[src/rtl/apb_timer_pkg.sv]
// Shared constants for the APB timer register block: register map, bit
// positions and prescaler select encodings.
package apb_timer_pkg;

  localparam int unsigned TDR_ADDR  = 0;
  localparam int unsigned TCR_ADDR  = 1;
  localparam int unsigned TSR_ADDR  = 2;
  localparam int unsigned TIER_ADDR = 3;

  localparam int unsigned TCR_LOAD_BIT   = 7;
  localparam int unsigned TCR_UPDOWN_BIT = 5;
  localparam int unsigned TCR_EN_BIT     = 4;

  // Bits of TCR that are stored and read back (UPDOWN, EN, CKS).
  localparam logic [7:0] TCR_RW_MASK = 8'h33;

  localparam int unsigned TSR_OVF_BIT = 0;
  localparam int unsigned TSR_UNF_BIT = 1;

  typedef enum logic [1:0] {
    CKS_DIV2  = 2'd0,
    CKS_DIV4  = 2'd1,
    CKS_DIV8  = 2'd2,
    CKS_DIV16 = 2'd3
  } cks_e;

  // Terminal value of the divider for a given CKS: 2^(cks+1) - 1.
  function automatic logic [3:0] cks_limit(input logic [1:0] cks);
    case (cks)
      CKS_DIV2:  return 4'd1;
      CKS_DIV4:  return 4'd3;
      CKS_DIV8:  return 4'd7;
      default:   return 4'd15;
    endcase
  endfunction

endpackage

[src/rtl/apb_timer_regs_prescaler.sv]
// Programmable prescaler: emits a one-cycle tick every 2^(cks+1) cycles
// while enabled; a synchronous clear restarts the count from zero.
module timer_prescaler
  import apb_timer_pkg::*;
(
  input  logic       clk,
  input  logic       rst_n,
  input  logic       enable,
  input  logic [1:0] cks,
  input  logic       clear,
  output logic       tick
);

  logic [3:0] div_cnt;

  always_ff @(posedge clk or negedge rst_n) begin
    if (!rst_n) begin
      div_cnt <= 4'd0;
      tick    <= 1'b0;
    end else if (clear || !enable) begin
      div_cnt <= 4'd0;
      tick    <= 1'b0;
    end else if (div_cnt == cks_limit(cks)) begin
      div_cnt <= 4'd0;
      tick    <= 1'b1;
    end else begin
      div_cnt <= div_cnt + 4'd1;
      tick    <= 1'b0;
    end
  end

endmodule

[src/rtl/apb_timer_regs.sv]
// APB register front-end for the 8-bit up/down timer core: reload/control
// registers, load pulse, prescaled count tick, sticky flags and interrupt.
module apb_timer_regs
  import apb_timer_pkg::*;
#(
  parameter int ADDR_W = 8,
  parameter int DATA_W = 8
) (
  input  logic              clk,
  input  logic              rst_n,
  input  logic              psel,
  input  logic              penable,
  input  logic              pwrite,
  input  logic [ADDR_W-1:0] paddr,
  input  logic [DATA_W-1:0] pwdata,
  output logic [DATA_W-1:0] prdata,
  output logic              pready,
  output logic              pslverr,
  input  logic              over,
  input  logic              under,
  output logic [DATA_W-1:0] data_in,
  output logic              init_cnt,
  output logic              updown,
  output logic              en,
  output logic              irq
);

  localparam logic [ADDR_W-1:0] A_TDR  = ADDR_W'(TDR_ADDR);
  localparam logic [ADDR_W-1:0] A_TCR  = ADDR_W'(TCR_ADDR);
  localparam logic [ADDR_W-1:0] A_TSR  = ADDR_W'(TSR_ADDR);
  localparam logic [ADDR_W-1:0] A_TIER = ADDR_W'(TIER_ADDR);

  logic [7:0] tdr;
  logic [7:0] tcr;
  logic [1:0] tier;
  logic       tsr_ovf;
  logic       tsr_unf;
  logic       over_q, over_d;
  logic       under_q, under_d;

  // Handshake: setup is psel & !penable, access is psel & penable; the slave
  // never stalls, so every access phase completes (pready) in one cycle and a
  // write commits on that same edge. Out-of-map accesses complete with
  // pslverr, change nothing and read as zero.
  logic access;
  logic addr_ok;
  logic wr;
  logic wr_tdr, wr_tcr, wr_tsr, wr_tier;

  assign access  = psel & penable;
  assign addr_ok = (paddr <= A_TIER);
  assign wr      = access & pwrite & addr_ok;
  assign wr_tdr  = wr & (paddr == A_TDR);
  assign wr_tcr  = wr & (paddr == A_TCR);
  assign wr_tsr  = wr & (paddr == A_TSR);
  assign wr_tier = wr & (paddr == A_TIER);

  assign pready  = access;
  assign pslverr = access & ~addr_ok;

  always_comb begin
    prdata = '0;
    if (psel && !pwrite && addr_ok) begin
      case (paddr)
        A_TDR:   prdata = tdr;
        A_TCR:   prdata = tcr;
        A_TSR:   prdata = {6'd0, tsr_unf, tsr_ovf};
        A_TIER:  prdata = {6'd0, tier};
        default: prdata = '0;
      endcase
    end
  end

  always_ff @(posedge clk or negedge rst_n) begin
    if (!rst_n) begin
      tdr      <= 8'd0;
      tcr      <= 8'd0;
      tier     <= 2'd0;
      init_cnt <= 1'b0;
    end else begin
      if (wr_tdr)  tdr  <= pwdata;
      if (wr_tcr)  tcr  <= pwdata & TCR_RW_MASK;
      if (wr_tier) tier <= pwdata[1:0];
      init_cnt <= wr_tcr & pwdata[TCR_LOAD_BIT];
    end
  end

  assign data_in = tdr;
  assign updown  = tcr[TCR_UPDOWN_BIT];

  // The core outputs are registered once, then a second stage is kept for
  // edge detection, so a rise in cycle k lands in the flag at k+2.
  logic ovf_set, unf_set;
  logic ovf_clr, unf_clr;

  assign ovf_set = over_q & ~over_d;
  assign unf_set = under_q & ~under_d;
  assign ovf_clr = wr_tsr & pwdata[TSR_OVF_BIT];
  assign unf_clr = wr_tsr & pwdata[TSR_UNF_BIT];

  always_ff @(posedge clk or negedge rst_n) begin
    if (!rst_n) begin
      over_q  <= 1'b0;
      over_d  <= 1'b0;
      under_q <= 1'b0;
      under_d <= 1'b0;
      tsr_ovf <= 1'b0;
      tsr_unf <= 1'b0;
      irq     <= 1'b0;
    end else begin
      over_q  <= over;
      over_d  <= over_q;
      under_q <= under;
      under_d <= under_q;
      // A hardware set in the same cycle as a W1C keeps the flag set.
      tsr_ovf <= ovf_set | (tsr_ovf & ~ovf_clr);
      tsr_unf <= unf_set | (tsr_unf & ~unf_clr);
      irq     <= (tsr_ovf & tier[TSR_OVF_BIT]) | (tsr_unf & tier[TSR_UNF_BIT]);
    end
  end

  timer_prescaler u_prescaler (
    .clk    (clk),
    .rst_n  (rst_n),
    .enable (tcr[TCR_EN_BIT]),
    .cks    (tcr[1:0]),
    .clear  (wr_tcr),
    .tick   (en)
  );

endmodule
[config.mk]
export PLATFORM = sky130hd
export DESIGN_NAME = apb_timer_regs
export DESIGN_NICKNAME = d
export VERILOG_FILES = /design/src/rtl/apb_timer_pkg.sv /design/src/rtl/apb_timer_regs_prescaler.sv /design/src/rtl/apb_timer_regs.sv
export SDC_FILE = /design/constraint.sdc
export NUM_CORES = 1
export LEC_CHECK = 0
export ABC_AREA = 1
export BUFFER_PORTS_ARGS = -buffer_cell sky130_fd_sc_hd__buf_4
export CAP_MARGIN = 20
export CORE_MARGIN = 1
export CORE_UTILIZATION = 35
export DETAILED_ROUTE_END_ITERATION = 7
export HOLD_SLACK_MARGIN = 0.08
export PLACE_DENSITY = 0.58
export SYNTH_ARGS = -nofsm -noshare
export SYNTH_HDL_FRONTEND = slang
export SYNTH_SLANG_ARGS = --single-unit
[constraint.sdc]
create_clock -name clk -period 1 [get_ports clk]
set_input_delay 0.1 -clock clk [delete_from_list [all_inputs] [get_ports clk]]
set_output_delay 0.1 -clock clk [all_outputs]
set_load 0.05 [all_outputs]
==> flow_summary_export.csv <==
group,metric,value,unit
run_status,status,"finished, violations left",
run_status,violations,"setup timing",
clocking,cts_tree,"done",
global_routing,grt_max_degree,28,
sta,slew_headroom,77.1,%
global_routing,first_global_vias,1374,
worst_setup_path,required,900,ps
power_and_ir_drop,p_total,2.05,mW
logic_synthesis,ys.flop_type,"dfrtp_1",
placement,post_dp_cell_area,1960,um^2
floorplanning,die_area,4140,um^2
logic_synthesis,syn_area_per_cell,8.24,um^2
min_path,hold_path.startpoint,"pwdata[2]",
logic_synthesis,synth_top_area_share,49.7,%
worst_setup_path,critical_path.startpoint,"data_in[0]",
logic_synthesis,synth_area_leaders,"dfrtp_1 50%, nand2_1 12%, nand3_1 5.9%",
worst_setup_path,cpMostUsedCell,"nand2_1",
sta,hold_viol_final,0,
logic_synthesis,ys_async_sr_fraction,100,%
logic_synthesis,synth_commonest_cells,"45 x nand2_1, 27 x dfrtp_1, 21 x nor2_1",
min_path,worstHoldPathType,"input port to flip-flop",
sta,fin_ws,-262,ps
cells_and_area,antennaDiodeCount,0,
placement,port_buffers,44,
sta,tightest_slew,344,ps
logic_synthesis,ys_types,23,
cells_and_area,final_cell_area,2390,um^2
clocking,clock-sinks,27,
sta,report.final.slew_viol_count,0,
detailed_routing,dr_total_vias,1374,
logic_synthesis,yosysTopAreaCell,"dfrtp_1",
floorplanning,row_count,22,
clocking,cts_htree_levels,1,
logic_synthesis,netlist_area,1360,um^2
sta,timing.final.crit_share,126,%
clocking,clock_latency,270,ps
logic_synthesis,ys_seq_area_share,49.7,%
cells_and_area,fin_util,64.9,%
sta,finalClockSkew,1.92,ps
worst_setup_path,critical_path_class,"flip-flop to output pin",
cells_and_area,area_growth,76.1,%
power_and_ir_drop,power.density,857,nW/um^2
clocking,clkTransAtPathRegs,90,ps
worst_setup_path,worstReg2RegStart,"tcr[0]",
floorplanning,die_x,64.3,um
detailed_routing,ant_nets,0,
sta,rsz0062_at_grt,"true",
flow_run,cap_violations,0,
global_routing,grt_overflow,0,
worst_setup_path,crit_chain,"nand2_1, nand2_1, nor2_2, nor2_4, buf_6",
cells_and_area,fillCellCount,307,
worst_setup_path,cp_num_buf_inv,1,
logic_synthesis,yosysWarnings,0,
floorplanning,start_util,36.9,%
power_and_ir_drop,vdd_ir_drop_max,0.785,mV
detailed_routing,viasPerCell,4.63,
min_path,holdPathStages,3,
global_routing,grt_pass1_wl,5.69,mm
cells_and_area,fin_nets,274,
sta,fmax,792,MHz
detailed_routing,avgRoutedWirePerCell,11.4,um
worst_setup_path,reg2reg_slack,-230,ps
worst_setup_path,reg2reg_to,"u_prescaler.div_cnt[3]",
sta,setup_viol,19,
clocking,cts_buffer_depth,2,
detailed_routing,drc,0,
clocking,cts_root_buf,"clkbuf_8",
placement,dp_hpwl,2.54,mm
global_routing,grt_util_all_layers,17.6,%
cells_and_area,drive_above_1_share,55.4,%
worst_setup_path,cp.arrival,1160,ps
worst_setup_path,cp_top_family,"flip-flops",
worst_setup_path,r2r_cells,8,
worst_setup_path,cp-start-kind,"flip-flop",
logic_synthesis,ys_ff_latch,27,
worst_setup_path,critPathMaxStageDelay,410,ps
placement,globalplace.congestion,0.731,
floorplanning,core,3690,um^2
floorplanning,die_h,64.3,um
floorplanning,io_pins,45,
clocking,cts_buffers,3,
logic_synthesis,synthCells,165,
detailed_routing,drtPass1Iterations,4,
detailed_routing,drtIter0Drc,24,
min_path,hold_end,"data_in[2]",
logic_synthesis,syn_nets,189,
logic_synthesis,synth_most_common_cell,"nand2_1",
power_and_ir_drop,leakage,1.21,nW
worst_setup_path,slowest_stage,"dfrtp_2",
worst_setup_path,cp-end-kind,"output pin",
global_routing,antenna_found_initial,0,
logic_synthesis,synth_edf_count,0,
detailed_routing,wl,3.38,mm
worst_setup_path,cp_max_fo,2,
sta,period_minus_slack,1260,ps
## logic make-up after synthesis
group                      after synthesis  share of synthesized area, %
adders and majority gates                1                         0.920
buffers and inverters                   22                          6.62
xor gates and xnor gates                 2                          1.29
AOI/OAI and AO/OA                       17                          8.10
DFF                                     27                          49.7
and+or+nand+nor                         96                          33.4
## registers in the layout, summed over array words and instances (netlist names)
signal               flops
u_prescaler.tick         1
tsr_ovf                  1
data_in                  8
tier                     2
under_d                  1
irq                      1
under_q                  1
tsr_unf                  1
tcr                      4
u_prescaler.div_cnt      4
over_q                   1
over_d                   1
init_cnt                 1
## per-layer routing
| metal | up-vias | routed length [um] | GRT usage, % |
|---|---|---|---|
| met5 | - | 0 | 0 |
| met3 | 3 | 102 | 2.86 |
| met4 | 0 | 17 | 3.33 |
| met1 | 657 | 1380 | 18.2 |
| met2 | 28 | 1870 | 36.2 |
| li1 | 686 | - | - |
## how the worst max path moves through the flow
stage	cells past startpoint	slack [ps]	endpoint
final	5	-260	prdata[0]
after detailed placement	7	-230	prdata[4]
after global placement	7	-200	prdata[4]
after CTS	5	-250	prdata[1]
after global routing	5	-310	prdata[0]
after floorplan	2	-80	prdata[5]
## placed cells by master (no fill, tap or decap), types with 7 or more instances in the layout
master	n
buf_4	50
nand2_1	36
buf_6	19
dfrtp_1	18
inv_1	16
nor2_4	13
nand3_1	13
nand2_2	10
nor2_1	10
dfrtp_2	9
o21ai_1	7
## through the flow
step                      hold WS [ps]  cells  TNS, ps  setup WS (ps)
after floorplan                   -196    165     -282          -79.8
after global placement            35.9    271    -3930           -205
after detailed placement          37.7    271    -4810           -227
after CTS                         81.5    290    -2030           -250
after global routing              89.6    297    -3240           -314
final                             89.7    297    -2450           -262
## worst reg2reg max path, stage by stage, from the launching register on
cell and delay, ps:
dfrtp_1 390, buf_4 140, buf_6 120, inv_1 50, nor2_1 30, nor2_1 140, nand3_2 130, nand2_1 90
nor2_1 40
## report_power, final
part	switching (mW)	total [mW]	internal, mW
clock network	0.323	0.602	0.279
logic	0.177	0.329	0.152
registers	0.0112	1.12	1.11
## timing repair
item,CTS,global route
hold buffers,5,0
buffers inserted,10,7
endpoints found under the hold margin,31,0
gates resized for setup,36,20
endpoints found under the setup margin,20,23
pin swaps,18,10
## cell type report
class | instances | area [um^2] | area share [%]
Clock buffer | 3 | 41.3 | 1.72
Clock inverter | 1 | 5.00 | 0.209
Inverter | 21 | 86.3 | 3.61
Multi-Input combinational cell | 116 | 766 | 32.0
Sequential cell | 27 | 687 | 28.7
Tap cell | 48 | 60.1 | 2.51
Timing Repair Buffer | 81 | 749 | 31.3
Power figures use the tool's default switching activity.
